--- src/rtl/act_fetch_pkg.sv ---
// Shared definitions for the activation fetch stage: default widths,
// pass configuration record and a constant-width helper.
package act_fetch_pkg;

  localparam int ACT_WIDTH_DEF  = 8;
  localparam int ADDR_WIDTH_DEF = 12;
  localparam int SRAM_LAT_DEF   = 2;
  localparam int FIFO_DEPTH_DEF = 4;

  // Per-pass configuration as seen on the CFG_* inputs.
  typedef struct packed {
    logic [ADDR_WIDTH_DEF-1:0] base_addr;
    logic [ADDR_WIDTH_DEF-1:0] num_act;
  } pass_cfg_t;

  // Number of bits needed to hold values 0..value-1.
  function automatic int clog2(input int value);
    int r;
    r = 0;
    while ((1 << r) < value) r = r + 1;
    return r;
  endfunction

endpackage

--- src/rtl/act_fetch_fifo.sv ---
// Small synchronous prefetch FIFO with flush, occupancy count and a
// fall-through head (head is valid whenever count is non-zero).
module act_fifo
  import act_fetch_pkg::*;
#(
  parameter int WIDTH = ACT_WIDTH_DEF,
  parameter int DEPTH = FIFO_DEPTH_DEF,
  localparam int PW = clog2(DEPTH),
  localparam int CW = clog2(DEPTH + 1)
) (
  input  logic             clk,
  input  logic             rst,
  input  logic             flush,
  input  logic             push,
  input  logic [WIDTH-1:0] push_data,
  input  logic             pop,
  output logic [WIDTH-1:0] head,
  output logic [CW-1:0]    count
);

  logic [WIDTH-1:0] mem [DEPTH];
  logic [PW-1:0]    wr_ptr;
  logic [PW-1:0]    rd_ptr;
  logic [CW-1:0]    cnt;

  // Storage write; a flush discards the word arriving in the same cycle.
  always_ff @(posedge clk) begin
    if (push && !flush) mem[wr_ptr] <= push_data;
  end

  // Pointer and occupancy tracking; push and pop together leave count unchanged.
  always_ff @(posedge clk) begin
    if (rst || flush) begin
      wr_ptr <= '0;
      rd_ptr <= '0;
      cnt    <= '0;
    end else begin
      if (push) wr_ptr <= wr_ptr + 1'b1;
      if (pop)  rd_ptr <= rd_ptr + 1'b1;
      case ({push, pop})
        2'b10:   cnt <= cnt + 1'b1;
        2'b01:   cnt <= cnt - 1'b1;
        default: cnt <= cnt;
      endcase
    end
  end

  assign head  = mem[rd_ptr];
  assign count = cnt;

endmodule

--- src/rtl/act_fetch.sv ---
// Activation fetch stage: prefetches one pass of activations from SRAM into
// a credit-limited FIFO and hands them to CTRLACT one per request.
module act_fetch
  import act_fetch_pkg::*;
#(
  parameter int ACT_WIDTH  = ACT_WIDTH_DEF,
  parameter int ADDR_WIDTH = ADDR_WIDTH_DEF,
  parameter int SRAM_LAT   = SRAM_LAT_DEF,
  parameter int FIFO_DEPTH = FIFO_DEPTH_DEF
) (
  input  logic                  clk,
  input  logic                  rst,
  input  logic                  TOP_Sta,
  input  logic [ADDR_WIDTH-1:0] CFG_BaseAddr,
  input  logic [ADDR_WIDTH-1:0] CFG_NumAct,
  input  logic                  CTRLACT_PlsFetch,
  output logic                  CTRLACT_GetAct,
  output logic [ACT_WIDTH-1:0]  ACT_Data,
  input  logic                  PE_Rdy,
  output logic                  SRAM_RdEn,
  output logic [ADDR_WIDTH-1:0] SRAM_RdAddr,
  input  logic [ACT_WIDTH-1:0]  SRAM_RdData,
  output logic                  ACTFETCH_FnhPass,
  output logic                  ACTFETCH_Err
);

  localparam int CW = clog2(FIFO_DEPTH + 1);
  localparam int IW = clog2(SRAM_LAT + 1);

  logic                  active;
  logic [ADDR_WIDTH-1:0] rd_addr;
  logic [ADDR_WIDTH:0]   issued;     // one extra bit: may reach NumAct+1
  logic [ADDR_WIDTH-1:0] delivered;
  logic [SRAM_LAT-1:0]   pipe_vld;
  logic [CW-1:0]         pending;
  logic                  err;

  logic [CW-1:0]         fifo_cnt;
  logic [ACT_WIDTH-1:0]  fifo_head;
  logic [IW-1:0]         inflight;
  logic                  credit_ok;
  logic                  more_to_issue;
  logic                  rd_en;
  logic                  get_act;
  logic                  fnh;
  logic                  push;

  // Count reads still travelling through the SRAM latency pipe.
  always_comb begin
    inflight = '0;
    for (int i = 0; i < SRAM_LAT; i++) inflight = inflight + IW'(pipe_vld[i]);
  end

  // Reads are issued purely on FIFO credit, independent of outstanding requests.
  assign credit_ok     = (int'(fifo_cnt) + int'(inflight)) < FIFO_DEPTH;
  assign more_to_issue = issued <= {1'b0, CFG_NumAct};
  assign rd_en         = active && more_to_issue && credit_ok && !TOP_Sta;
  assign get_act       = !TOP_Sta && (fifo_cnt != '0) && (pending != '0) && PE_Rdy;
  assign fnh           = get_act && active && (delivered == CFG_NumAct);
  assign push          = pipe_vld[SRAM_LAT-1] && !TOP_Sta;

  // Latency pipe mirrors the SRAM read delay; a start drops everything in flight.
  always_ff @(posedge clk) begin
    if (rst || TOP_Sta) begin
      pipe_vld <= '0;
    end else begin
      pipe_vld[0] <= rd_en;
      for (int i = 1; i < SRAM_LAT; i++) pipe_vld[i] <= pipe_vld[i-1];
    end
  end

  // Pass control: address/issue counters, delivered count and the active flag.
  always_ff @(posedge clk) begin
    if (rst) begin
      active    <= 1'b0;
      rd_addr   <= '0;
      issued    <= '0;
      delivered <= '0;
    end else if (TOP_Sta) begin
      active    <= 1'b1;
      rd_addr   <= CFG_BaseAddr;
      issued    <= '0;
      delivered <= '0;
    end else begin
      if (rd_en) begin
        rd_addr <= rd_addr + 1'b1;
        issued  <= issued + 1'b1;
      end
      if (get_act) delivered <= delivered + 1'b1;
      if (fnh)     active    <= 1'b0;
    end
  end

  // Outstanding-request counter; a start counts as the first request.
  always_ff @(posedge clk) begin
    if (rst) begin
      pending <= '0;
      err     <= 1'b0;
    end else if (TOP_Sta) begin
      pending <= CW'(1);
    end else begin
      case ({CTRLACT_PlsFetch, get_act})
        2'b10: begin
          if (pending == CW'(FIFO_DEPTH)) err <= 1'b1;
          else                            pending <= pending + 1'b1;
        end
        2'b01:   pending <= pending - 1'b1;
        default: pending <= pending;
      endcase
    end
  end

  act_fifo #(
    .WIDTH (ACT_WIDTH),
    .DEPTH (FIFO_DEPTH)
  ) u_fifo (
    .clk       (clk),
    .rst       (rst),
    .flush     (TOP_Sta),
    .push      (push),
    .push_data (SRAM_RdData),
    .pop       (get_act),
    .head      (fifo_head),
    .count     (fifo_cnt)
  );

  assign CTRLACT_GetAct   = get_act;
  assign ACT_Data         = get_act ? fifo_head : '0;
  assign SRAM_RdEn        = rd_en;
  assign SRAM_RdAddr      = rd_addr;
  assign ACTFETCH_FnhPass = fnh;
  assign ACTFETCH_Err     = err;

endmodule

--- config.mk ---
export PLATFORM = sky130hd
export DESIGN_NAME = act_fetch
export DESIGN_NICKNAME = d
export VERILOG_FILES = /design/src/rtl/act_fetch_pkg.sv /design/src/rtl/act_fetch_fifo.sv /design/src/rtl/act_fetch.sv
export SDC_FILE = /design/constraint.sdc
export NUM_CORES = 1
export LEC_CHECK = 0
export BUFFER_PORTS_ARGS = -buffer_cell sky130_fd_sc_hd__buf_2
export CORE_ASPECT_RATIO = 1.1
export CORE_MARGIN = 2
export CORE_UTILIZATION = 30
export DETAILED_ROUTE_END_ITERATION = 16
export PLACE_DENSITY = 0.48
export SYNTH_ARGS = -nofsm -noshare
export SYNTH_HDL_FRONTEND = slang
export SYNTH_SLANG_ARGS = --single-unit
--- constraint.sdc ---
create_clock -name clk -period 3.3 [get_ports clk]
set_input_delay 0.165 -clock clk [delete_from_list [all_inputs] [get_ports clk]]
set_output_delay 0.165 -clock clk [all_outputs]
set_load 0.005 [all_outputs]
==> metrics.md, run 1 <==
| Metric | Value |
|---|---|
| Status | finished clean |
| Post-CTS sizing | 0 |
| Die Y | 132 um |
| CP cell instances | ha_1 > and4_1 > a211oi_1 > a21o_1 > o21ai_0 > a221oi_1 |
| Worst EP arrival | 2.92 ns |
| Least-Margin Pin Slew | 0.913 ns |
| Global route total overflow | 0 |
| Count of final max-slew check failures | 0 |
| Initial antenna violation count | 0 |
| Mux contribution to synthesized area | 0.0608 |
| NumNets Final | 554 |
| Syn-to-layout area delta | 17.2% |
| CP top delay family | compound AO/OA/AOI/OAI gates |
| Core area | 0.0144 mm2 |
| Synth unique cells | 53 |
| Worst Path Max Fanout | 32 |
| Sequential-to-total area share from yosys stat | 0.455 |
| Final Cell Area | 0.00521 mm2 |
| Routed WL | 10.2 mm |
| Final Skew | 0.00752 ns |
| Post-Synth Adder-Cell Area | 0.0681 |
| Row Count | 46 |
| RD Place Congestion | 0.754 |
| CTS Root Cell | clkbuf_16 |
| First-pass GRT wire length | 16.8 mm |
| Synthesis-stage register bit count | 85 |
| Layout cells sized above 1 | 0.188 |
| TritonCTS Buffers | 9 |
| Hold WC Path Type | input pin to register |
| Vias | 3380 |
| Synthesized area | 0.00445 mm2 |
| DPL Wire Length | 7.24 mm |
| WP buf/inv | 0 |
| Ys async rst share | 0 |
| Final Setup Violations | 0 |
| Yosys synthesis warning count | 0 |
| Die W | 120 um |
| CTS tree | done |
| Slew headroom | 0.392 |
| Syn Nets | 501 |
| GRT Util Overall | 0.135 |
| DR WL/cell | 14.7 um |
| Final Hold Fails | 0 |
| Critical path's slowest cell | a21o_1 |
| PortBufs | 60 |
| Worst skew pair latency | 0.35 ns |
| Min Clock Period, post-route | 2.67 ns |
| Data required, critical path | 3.55 ns |
| Antenna viol nets, final | 0 |
| Static Leak | 1.94 nW |
| Peak VDD IR | 216 uV |
| Via/cell ratio | 4.89 |
| # clock sinks | 85 |
| CTS Hold Buffers Added | 0 |
| Max Buffers Root-to-Sink | 2 |
| Vias in the first global route | 3221 |
| Dpl cell area | 0.00492 mm2 |
| Post-Synth Simple-Gate Area | 0.208 |
| Setup bufs post-CTS | 0 |
| DRT iter0 DRCs | 146 |
| Period utilisation layout | 0.810 |
| Ports | 61 |
| Maxcap violations | 0 |
| Top FF cell, synth | dfxtp_1 |
| H-tree Lvls | 3 |
| Drt first pass iters | 4 |
| CP Capture Type | register |
| DIE AREA | 0.0158 mm2 |
| PwrDens | 437 mW/mm2 |
| Slowest stage delay, CP | 0.77 ns |
| Initial Util | 0.308 |
| Remaining DRCs | 0 |
| Post-synth EDFFs | 32 |
| N_diodes | 0 |
| Largest family of logic cells by synthesized area | simple AND/OR/NAND/NOR gates |
| Syn Inst Count | 441 |
| Synth Area in Compound Gates | 0.103 |
| Startpoint types | register |
| WS Path Type | register to register |
| FMAX | 0.374 GHz |
| RSZ-0062 raised after global routing | false |
| CTS clk-pin slew, worst paths | 0.07 ns |
| Utilization after layout | 0.361 |
| Post-Synth XOR/XNOR Area | 0.0552 |
| TNS Setup | 0 ns |
| Largest net degree at the start of global routing | 33 |
| Post-Syn Area per Cell | 10.1 um2 |
[cells in the final DEF, fill, tap and decap left out, types with 2 or more instances in the layout]
master	netlist	layout
a21oi_1	22	22
a311oi_1	8	8
and2_1	13	13
and3_1	4	4
and4_1	2	2
buf_2	6	60
buf_4	2	4
clkbuf_16	0	9
dfxtp_1	53	53
edfxtp_1	32	32
fa_1	2	2
ha_1	21	21
inv_1	32	32
inv_6	0	3
inv_8	0	3
mux2i_1	9	9
mux4_2	8	8
nand2_1	23	23
nand2b_1	4	4
nand3_1	16	16
nand4_1	12	12
nor2_1	36	36
nor2b_1	7	7
nor3_1	7	6
nor4_1	12	12
nor4b_1	3	3
nor4bb_1	3	3
o21ai_0	9	9
o2bb2ai_1	2	2
o31a_1	4	4
o31ai_1	9	9
or2_2	2	2
or3_1	11	11
or4_1	8	8
xnor2_1	9	9
xor2_1	19	19
[flip-flops by register name, summed over array words and instances, names as in the netlist, named ones only]
register,cells
ACTFETCH_Err,1
active,1
u_fifo.wr_ptr,2
u_fifo.mem,32
issued,13
u_fifo.count,3
pipe_vld,2
pending,3
delivered,12
SRAM_RdAddr,12
u_fifo.rd_ptr,2
[metal layers]
layer  wire (um)  GRT usage  vias up
met5           0          0        -
met4         142     0.0464        0
met3         358     0.0321       11
met2        4700      0.210       57
met1        4980      0.183     1592
li1            -          -     1720
[synthesized netlist by cell type, drive strengths merged (11+ instances only)]
cell	instances	share of area
nand4	12	0.017
ha	21	0.059
xor2	19	0.037
a21oi	22	0.025
nand3	16	0.018
nand2	23	0.019
inv	32	0.027
or3	11	0.015
clkbuf	11	0.0093
and2	13	0.018
dfxtp	53	0.24
edfxtp	32	0.22
nor2	36	0.030
buf	11	0.014
nor4	12	0.017
[cell type report]
cell class              count  area, um2
well taps                 192        240
clock buffers               9        225
multi-input cells         302       2200
clock inverters             7       68.8
inverters                  32        120
flip-flops and latches     85       2020
repair buffers             64        330
fillers                  1473       9240
[power breakdown]
part | switching, W | leakage (nW) | internal (W)
clock network | 0.000469 | 0.147 | 0.000536
logic | 0.0000876 | 1.08 | 0.0000640
registers | 0.0000182 | 0.718 | 0.00110
[metrics by stage]
step / cells / worst slack (ns) / hold WS [ns] / power [W]
after floorplan: 441 / 0.926 / 0.264 / 0.00123
after global placement: 675 / 0.752 / 0.384 / 0.00129
after detailed placement: 675 / 0.683 / 0.387 / 0.00130
after CTS: 691 / 0.646 / 0.0233 / 0.00231
after global routing: 691 / 0.420 / 0.0212 / 0.00238
final: 691 / 0.626 / 0.0339 / 0.00228
[cells by family after synthesis]
family | count (synthesis)
and+or+nand+nor | 167
AOI/OAI and AO/OA | 67
DFF | 85
muxes | 17
buffers and inverters | 54
xor gates and xnor gates | 28
adders and majority gates | 23
[worst paths after layout]
path	end	cells past startpoint	slack, ns	startpoint
max	SRAM_RdAddr[1]	6	0.63	issued[2]
max reg2reg	SRAM_RdAddr[1]	6	0.63	issued[2]
min reg2reg	pipe_vld[1]	1	0.49	pipe_vld[0]
min	u_fifo.mem[1][1]	1	0.03	SRAM_RdData[1]
No activity file was read; power rests on OpenSTA's default activity.
==> run 2: changes to the inputs <==
--- a/config.mk
+++ b/config.mk
@@ -10,7 +10,7 @@
 export CORE_MARGIN = 2
 export CORE_UTILIZATION = 30
 export DETAILED_ROUTE_END_ITERATION = 16
-export PLACE_DENSITY = 0.48
+export PLACE_DENSITY = 0.5
 export SYNTH_ARGS = -nofsm -noshare
 export SYNTH_HDL_FRONTEND = slang
 export SYNTH_SLANG_ARGS = --single-unit
==> constraint.sdc (replaced) <==
create_clock -name clk -period 2.15 [get_ports clk]
set_input_delay 0.1075 -clock clk [delete_from_list [all_inputs] [get_ports clk]]
set_output_delay 0.1075 -clock clk [all_outputs]
set_load 0.005 [all_outputs]
==> run 2 against run 1 <==
The flow now finishes with violations (setup timing). Via count grew 8.9%. Utilization increased by 5.9 points. Worst hold slack worse by 0.019 ns. Largest power group unchanged. Wire length grew 15%.
==> metrics.md, run 2 (synthesized netlist as in run 1, its figures left out) <==
| Metric | Value |
|---|---|
| Vias | 3682 (was 3380) |
| R2R Setup Slk | -0.04 ns (was 0.63 ns) |
| Count of final max-slew check failures | 0 (unchanged) |
| Static Leak | 2.26 nW (was 1.94 nW) |
| Period utilisation layout | 1.02 (was 0.810) |
| Failing checks | setup timing |
| Hold path cells | 3 (was 1) |
| Final Cell Area | 0.00607 mm2 (was 0.00521 mm2) |
| Final Skew | 0.0119 ns (was 0.00752 ns) |
| CTS tree | done (unchanged) |
| # clock sinks | 85 (unchanged) |
| Initial Util | 0.308 (unchanged) |
| DR WL/cell | 15.8 um (was 14.7 um) |
| Commonest cells after routing, fill and taps aside | 61 x buf_2, 41 x dfxtp_1, 36 x buf_4 (was 60 x buf_2, 53 x dfxtp_1, 36 x nor2_1) |
| Maxcap violations | 0 (unchanged) |
| Slew headroom | 0.552 (was 0.392) |
| P_sw | 0.000892 W (was 0.000575 W) |
| CTS Root Cell | clkbuf_16 (unchanged) |
| FMAX | 0.456 GHz (was 0.374 GHz) |
| Int Pwr | 0.00280 W (was 0.00170 W) |
| Dpl cell area | 0.00516 mm2 (was 0.00492 mm2) |
| Utilization after layout | 0.420 (was 0.361) |
| Clock group share of total power | 0.446 (was 0.442) |
| Register with the most flip-flops | u_fifo.mem (unchanged) |
| Via/cell ratio | 4.97 (was 4.89) |
| First-pass GRT wire length | 18.2 mm (was 16.8 mm) |
| WS Path Type | register to register (unchanged) |
| Max Buffers Root-to-Sink | 2 (unchanged) |
| Row Count | 46 (unchanged) |
| RD Place Congestion | 0.820 (was 0.754) |
| Vias in the first global route | 3598 (was 3221) |
| Ports | 61 (unchanged) |
| RSZ-0062 raised after global routing | true (was false) |
| Data required, critical path | 2.42 ns (was 3.55 ns) |
| Peak VDD IR | 407 uV (was 216 uV) |
| PortBufs | 60 (unchanged) |
| RR Endpoint | SRAM_RdAddr[4] (was SRAM_RdAddr[1]) |
| Global route total overflow | 0 (unchanged) |
| Remaining DRCs | 0 (unchanged) |
| Comb power frac | 0.089 (was 0.067) |
| Biggest regs | u_fifo.mem (32), issued (13) (unchanged) |
| Startpoint types | register (unchanged) |
| Syn-to-layout area delta | 36.4% (was 17.2%) |
| Design Power | 0.00369 W (was 0.00228 W) |
| Final WS setup | -0.0408 ns (was 0.626 ns) |
| Placed Cells | 703 (was 675) |
| H-tree Lvls | 3 (unchanged) |
| PwrDens | 609 mW/mm2 (was 437 mW/mm2) |
| Die W | 120 um (unchanged) |
| DIE AREA | 0.0158 mm2 (unchanged) |
| Routed WL | 11.7 mm (was 10.2 mm) |
| Worst skew pair latency | 0.35 ns (about the same) |
| Worst Path Max Fanout | 8 (was 32) |
| Hold WC Path Type | input pin to register (unchanged) |
| Initial antenna violation count | 0 (unchanged) |
| HP Start | CFG_BaseAddr[1] (was SRAM_RdData[1]) |
| Sequential power share | 0.466 (was 0.492) |
| Most common cell after layout, fill and taps aside | buf_2 (unchanged) |
| Hold EP | SRAM_RdAddr[1] (was u_fifo.mem[1][1]) |
| FF-to-FF path depth | 7 (was 6) |
| TNS Setup | -0.0508 ns (was 0 ns) |
| Status | complete, but fails checks (was finished clean) |
| Core area | 0.0144 mm2 (unchanged) |
| GRT Util Overall | 0.146 (was 0.135) |
| DRT iter0 DRCs | 133 (was 146) |
| Drt first pass iters | 4 (unchanged) |
| CTS clk-pin slew, worst paths | 0.07 ns (about the same) |
| Net Sw Frac | 0.241 (was 0.253) |
| Die Y | 132 um (unchanged) |
| N_diodes | 0 (unchanged) |
| Worst EP arrival | 2.46 ns (was 2.92 ns) |
| Layout cells sized above 1 | 0.352 (was 0.188) |
| Antenna viol nets, final | 0 (unchanged) |
| Final Setup Violations | 2 (was 0) |
| Least-Margin Pin Slew | 0.669 ns (was 0.913 ns) |
| Launch instance of the worst register-to-register path | issued[4] (was issued[2]) |
| TritonCTS Buffers | 9 (unchanged) |
| NumNets Final | 604 (was 554) |
| CP Capture Type | register (unchanged) |
| Final Hold Fails | 0 (unchanged) |
| Max reg flops | 32 (unchanged) |
| DPL Wire Length | 7.92 mm (was 7.24 mm) |
| Min Clock Period, post-route | 2.19 ns (was 2.67 ns) |
| Largest net degree at the start of global routing | 31 (was 33) |
| Final Non-Filler Cells | 741 (was 691) |
==> run 2: cell count changes in the layout (fill, tap and decap cells not counted), moves of 5 or more <==
cell / previous run / this run
a21oi_1: 22 / 17
a21oi_2: 0 / 5
a311oi_1: 8 / 2
a311oi_2: 0 / 6
buf_4: 4 / 36
dfxtp_1: 53 / 41
dfxtp_2: 0 / 12
dlygate4sd3_1: 0 / 8
ha_1: 21 / 9
ha_4: 0 / 12
==> run 2: final cells by class <==
| type | count | area (um2) |
|---|---|---|
| Clock buffer | 10 | 239 |
| Inverter | 32 | 120 |
| Fill cell | 1393 | 8380 |
| Sequential cell | 85 | 2040 |
| Multi-Input combinational cell | 304 | 2590 |
| Timing Repair Buffer | 112 | 766 |
| Clock inverter | 6 | 76.3 |
| Tap cell | 192 | 240 |
==> run 2: worst max path at each step <==
stage                          startpoint              end  slack (ns)  depth (start not counted)
final                           issued[4]   SRAM_RdAddr[4]       -0.04                          7
after floorplan           u_fifo.count[0]  u_fifo.count[2]       0.008                         10
after global routing            issued[4]   SRAM_RdAddr[4]       -0.09                          7
after detailed placement        issued[2]   SRAM_RdAddr[4]       -0.09                          7
after global placement         issued[10]   SRAM_RdAddr[0]       -0.05                          7
after CTS                     pipe_vld[0]   SRAM_RdAddr[4]      0.0009                          7
==> run 2: through the flow <==
step,setup WS (ns),hold slack [ns]
after CTS,0.000872,0.00775
after detailed placement,-0.0875,0.331
after global routing,-0.0902,0.0369
after floorplan,0.00753,0.206
final,-0.0408,0.0144
after global placement,-0.0512,0.325
==> run 2: timing repair <==
| item | in CTS | in global routing |
|---|---|---|
| setup buffers | 2 | 9 |
| cloned | 0 | 4 |
| setup endpoints to repair | 19 | 18 |
| hold endpoints to repair | 32 | 0 |
| pin swaps | 8 | 18 |
| hold buffers | 8 | 0 |
| resized for setup | 28 | 39 |
==> run 2: power by group through the flow <==
stage	logic (W)	registers, W	clock network [W]
final	0.000327	0.00172	0.00165
after global routing	0.000360	0.00172	0.00176
after CTS	0.000280	0.00172	0.00168
after detailed placement	0.000251	0.00175	0
after global placement	0.000247	0.00175	0
after floorplan	0.000138	0.00175	0
==> run 2: metal layers <==
metal  track usage  wire [um]
met1         0.179       5130
met2         0.255       6030
met3        0.0226        353
met4        0.0588        214
met5             0          0
==> run 2: worst max-delay path, stage by stage, from the launching register on <==
cell and delay (ns):
dfxtp_2 0.34, ha_4 0.28, and4_4 0.26, a211oi_4 0.09
a21o_4 0.25, buf_12 0.14, or4_4 0.51, a311oi_2 0.25
==> run 3: changes to the inputs <==
--- a/config.mk
+++ b/config.mk
@@ -10,7 +10,7 @@
 export CORE_MARGIN = 2
 export CORE_UTILIZATION = 30
 export DETAILED_ROUTE_END_ITERATION = 16
-export PLACE_DENSITY = 0.5
+export PLACE_DENSITY = 0.48
 export SYNTH_ARGS = -nofsm -noshare
 export SYNTH_HDL_FRONTEND = slang
 export SYNTH_SLANG_ARGS = --single-unit
==> constraint.sdc (replaced) <==
create_clock -name clk -period 2.49 [get_ports clk]
set_input_delay 0.1245 -clock clk [delete_from_list [all_inputs] [get_ports clk]]
set_output_delay 0.1245 -clock clk [all_outputs]
set_load 0.005 [all_outputs]
==> run 3 against run 2 <==
The run now ends clean. Cell area fell by 11%. Global-route usage fell by 0.65 points. Critical path type is now register to primary output. Non-clock buffer count fell by 32. Register-to-register slack improved by 0.24 ns. Sequential share of layout area rose by 4.0 points. Clock-buffer cell count fell by 1. Worst setup slack improved by 0.19 ns. Worst hold slack improved by 0.031 ns. Sequential power fell by 14%. Combinational power fell by 33%. Largest power group unchanged. Clock skew barely moved.
==> metrics.md, run 3 (synthesized netlist as in run 1, its figures left out) <==
| Metric | Value |
|---|---|
| Status | finished clean (was complete, but fails checks) |
| PwrDens | 581 mW/mm2 (was 609 mW/mm2) |
| Comb power frac | 0.070 (was 0.089) |
| Register with the most flip-flops | u_fifo.mem (unchanged) |
| Dpl cell area | 0.00498 mm2 (was 0.00516 mm2) |
| Syn-to-layout area delta | 21.1% (was 36.4%) |
| First-pass GRT wire length | 17.4 mm (was 18.2 mm) |
| Die Y | 132 um (unchanged) |
| GRT Util Overall | 0.140 (was 0.146) |
| Count of final max-slew check failures | 0 (unchanged) |
| Min Clock Period, post-route | 2.34 ns |
| Design Power | 0.00313 W (was 0.00369 W) |
| Slew headroom | 0.537 (was 0.552) |
| Worst skew pair latency | 0.35 ns (about the same) |
| Int Pwr | 0.00236 W (was 0.00280 W) |
| NumNets Final | 570 (was 604) |
| Drt first pass iters | 4 (unchanged) |
| Sequential power share | 0.474 (was 0.466) |
| FMAX | 0.427 GHz |
| Startpoint types | register (unchanged) |
| Initial antenna violation count | 0 (unchanged) |
| Worst EP arrival | 2.22 ns (was 2.46 ns) |
| Data required, critical path | 2.37 ns (was 2.42 ns) |
| Layout cells sized above 1 | 0.200 (was 0.352) |
| Hold WC Path Type | input pin to register (unchanged) |
| Final Skew | 0.0115 ns (was 0.0119 ns) |
| Final Cell Area | 0.00538 mm2 (was 0.00607 mm2) |
| CP top delay family | compound AO/OA/AOI/OAI gates (was simple AND/OR/NAND/NOR gates) |
| CP cell instances | ha_1 > and4_1 > a211oi_1 > a21oi_1 > buf_4 > nand2_1 > nor2_1 > buf_2 (was ha_4 > and4_4 > a211oi_4 > a21o_4 > buf_12 > or4_4 > a311oi_2) |
| Routed WL | 10.5 mm (was 11.7 mm) |
| Max Buffers Root-to-Sink | 2 (unchanged) |
| H-tree Lvls | 3 (unchanged) |
| Via/cell ratio | 4.92 (was 4.97) |
| WP buf/inv | 2 (was 1) |
| N_diodes | 0 (unchanged) |
| Net Sw Frac | 0.244 (was 0.241) |
| DPL Wire Length | 7.63 mm (was 7.92 mm) |
| Ports | 61 (unchanged) |
| CTS Root Cell | clkbuf_16 (unchanged) |
| CTS clk-pin slew, worst paths | 0.07 ns (about the same) |
| Global route total overflow | 0 (unchanged) |
| PortBufs | 60 (unchanged) |
| Remaining DRCs | 0 (unchanged) |
| CTS tree | done (unchanged) |
| Final Hold Fails | 0 (unchanged) |
| TNS Setup | 0 ns (was -0.0508 ns) |
| Worst Path Max Fanout | 11 (was 8) |
| Period utilisation layout | 0.940 |
| Critical path's slowest cell | dfxtp_1 (was or4_4) |
| Die W | 120 um (unchanged) |
| Largest net degree at the start of global routing | 31 (unchanged) |
| Maxcap violations | 0 (unchanged) |
| Static Leak | 2.03 nW (was 2.26 nW) |
| Row Count | 46 (unchanged) |
| Antenna viol nets, final | 0 (unchanged) |
| Final Setup Violations | 0 (was 2) |
| RD Place Congestion | 0.795 (was 0.820) |
| P_sw | 0.000764 W (was 0.000892 W) |
| WS Path Type | register to primary output (was register to register) |
| TritonCTS Buffers | 9 (unchanged) |
| Biggest regs | u_fifo.mem (32), issued (13) (unchanged) |
| Slowest stage delay, CP | 0.42 ns (was 0.51 ns) |
| CP Capture Type | primary output (was register) |
| DIE AREA | 0.0158 mm2 (unchanged) |
| Fillers | 1468 (was 1393) |
| Commonest cells after routing, fill and taps aside | 60 x buf_2, 53 x dfxtp_1, 36 x nor2_1 (was 61 x buf_2, 41 x dfxtp_1, 36 x buf_4) |
| Core area | 0.0144 mm2 (unchanged) |
| Peak VDD IR | 345 uV (was 407 uV) |
| # clock sinks | 85 (unchanged) |
| Vias | 3478 (was 3682) |
| DR WL/cell | 14.9 um (was 15.8 um) |
| RSZ-0062 raised after global routing | false (was true) |
| Setup bufs post-CTS | 0 (was 2) |
| Most common cell after layout, fill and taps aside | buf_2 (unchanged) |
| Vias in the first global route | 3499 (was 3598) |
| Clock group share of total power | 0.456 (was 0.446) |
| Least-Margin Pin Slew | 0.692 ns (was 0.669 ns) |
| DRT iter0 DRCs | 125 (was 133) |
| Max reg flops | 32 (unchanged) |
| Initial Util | 0.308 (unchanged) |
-- run 3: metal layers --
layer | vias up | GRT usage | share of wire
li1 | 1749 | - | -
met3 | 10 | 0.0295 | 0.033
met1 | 1661 | 0.185 | 0.48
met5 | - | 0 | 0
met4 | 0 | 0.0490 | 0.014
met2 | 58 | 0.225 | 0.48
-- run 3: tightest hold or removal path, cell delays in order --
cell and delay, ns:
buf_2 0.10, nor2_1 0.08, a311oi_1 0.04
-- run 3: cell type report --
type / count / area, um2 / area share
clock buffer: 9 / 225 / 0.0418
clock inverter: 7 / 90.1 / 0.0167
inverter: 32 / 120 / 0.0223
multi-input combinational: 302 / 2220 / 0.412
sequential: 85 / 2020 / 0.376
tap: 192 / 240 / 0.0446
timing repair buffer: 80 / 470 / 0.0874
-- run 3: timing repair --
| action | 4_1_cts | 5_1_grt |
|---|---|---|
| hold buffers | 8 | 0 |
| hold endpoints to repair | 32 | 0 |
| resized for setup | 0 | 2 |
| setup endpoints to repair | 0 | 15 |
-- run 3: worst paths after layout --
kind / endpoint / slack (ns) / depth (start not counted) / start
setup / recovery: SRAM_RdEn / 0.15 / 8 / issued[3]
hold / removal: SRAM_RdAddr[3] / 0.05 / 3 / CFG_BaseAddr[3]
setup reg to reg: issued[4] / 0.20 / 7 / issued[3]
hold reg to reg: pipe_vld[1] / 0.48 / 1 / pipe_vld[0]
-- run 3: power by group through the flow --
stage	clock (W)	combinational (W)	sequential, W
after floorplan	0	0.000119	0.00151
after global placement	0	0.000208	0.00151
after detailed placement	0	0.000211	0.00151
after CTS	0.00146	0.000222	0.00148
after global routing	0.00152	0.000246	0.00149
final	0.00143	0.000219	0.00148
-- run 3: through the flow --
stage / utilization / hold slack (ns) / instances / worst slack [ns]
after global placement: 0.344 / 0.340 / 683 / 0.149
after CTS: 0.372 / 0.0332 / 707 / 0.0658
final: 0.373 / 0.0455 / 707 / 0.148
after detailed placement: 0.344 / 0.348 / 683 / 0.0898
after floorplan: - / 0.223 / 441 / 0.116
after global routing: 0.373 / 0.0472 / 707 / 0.0343
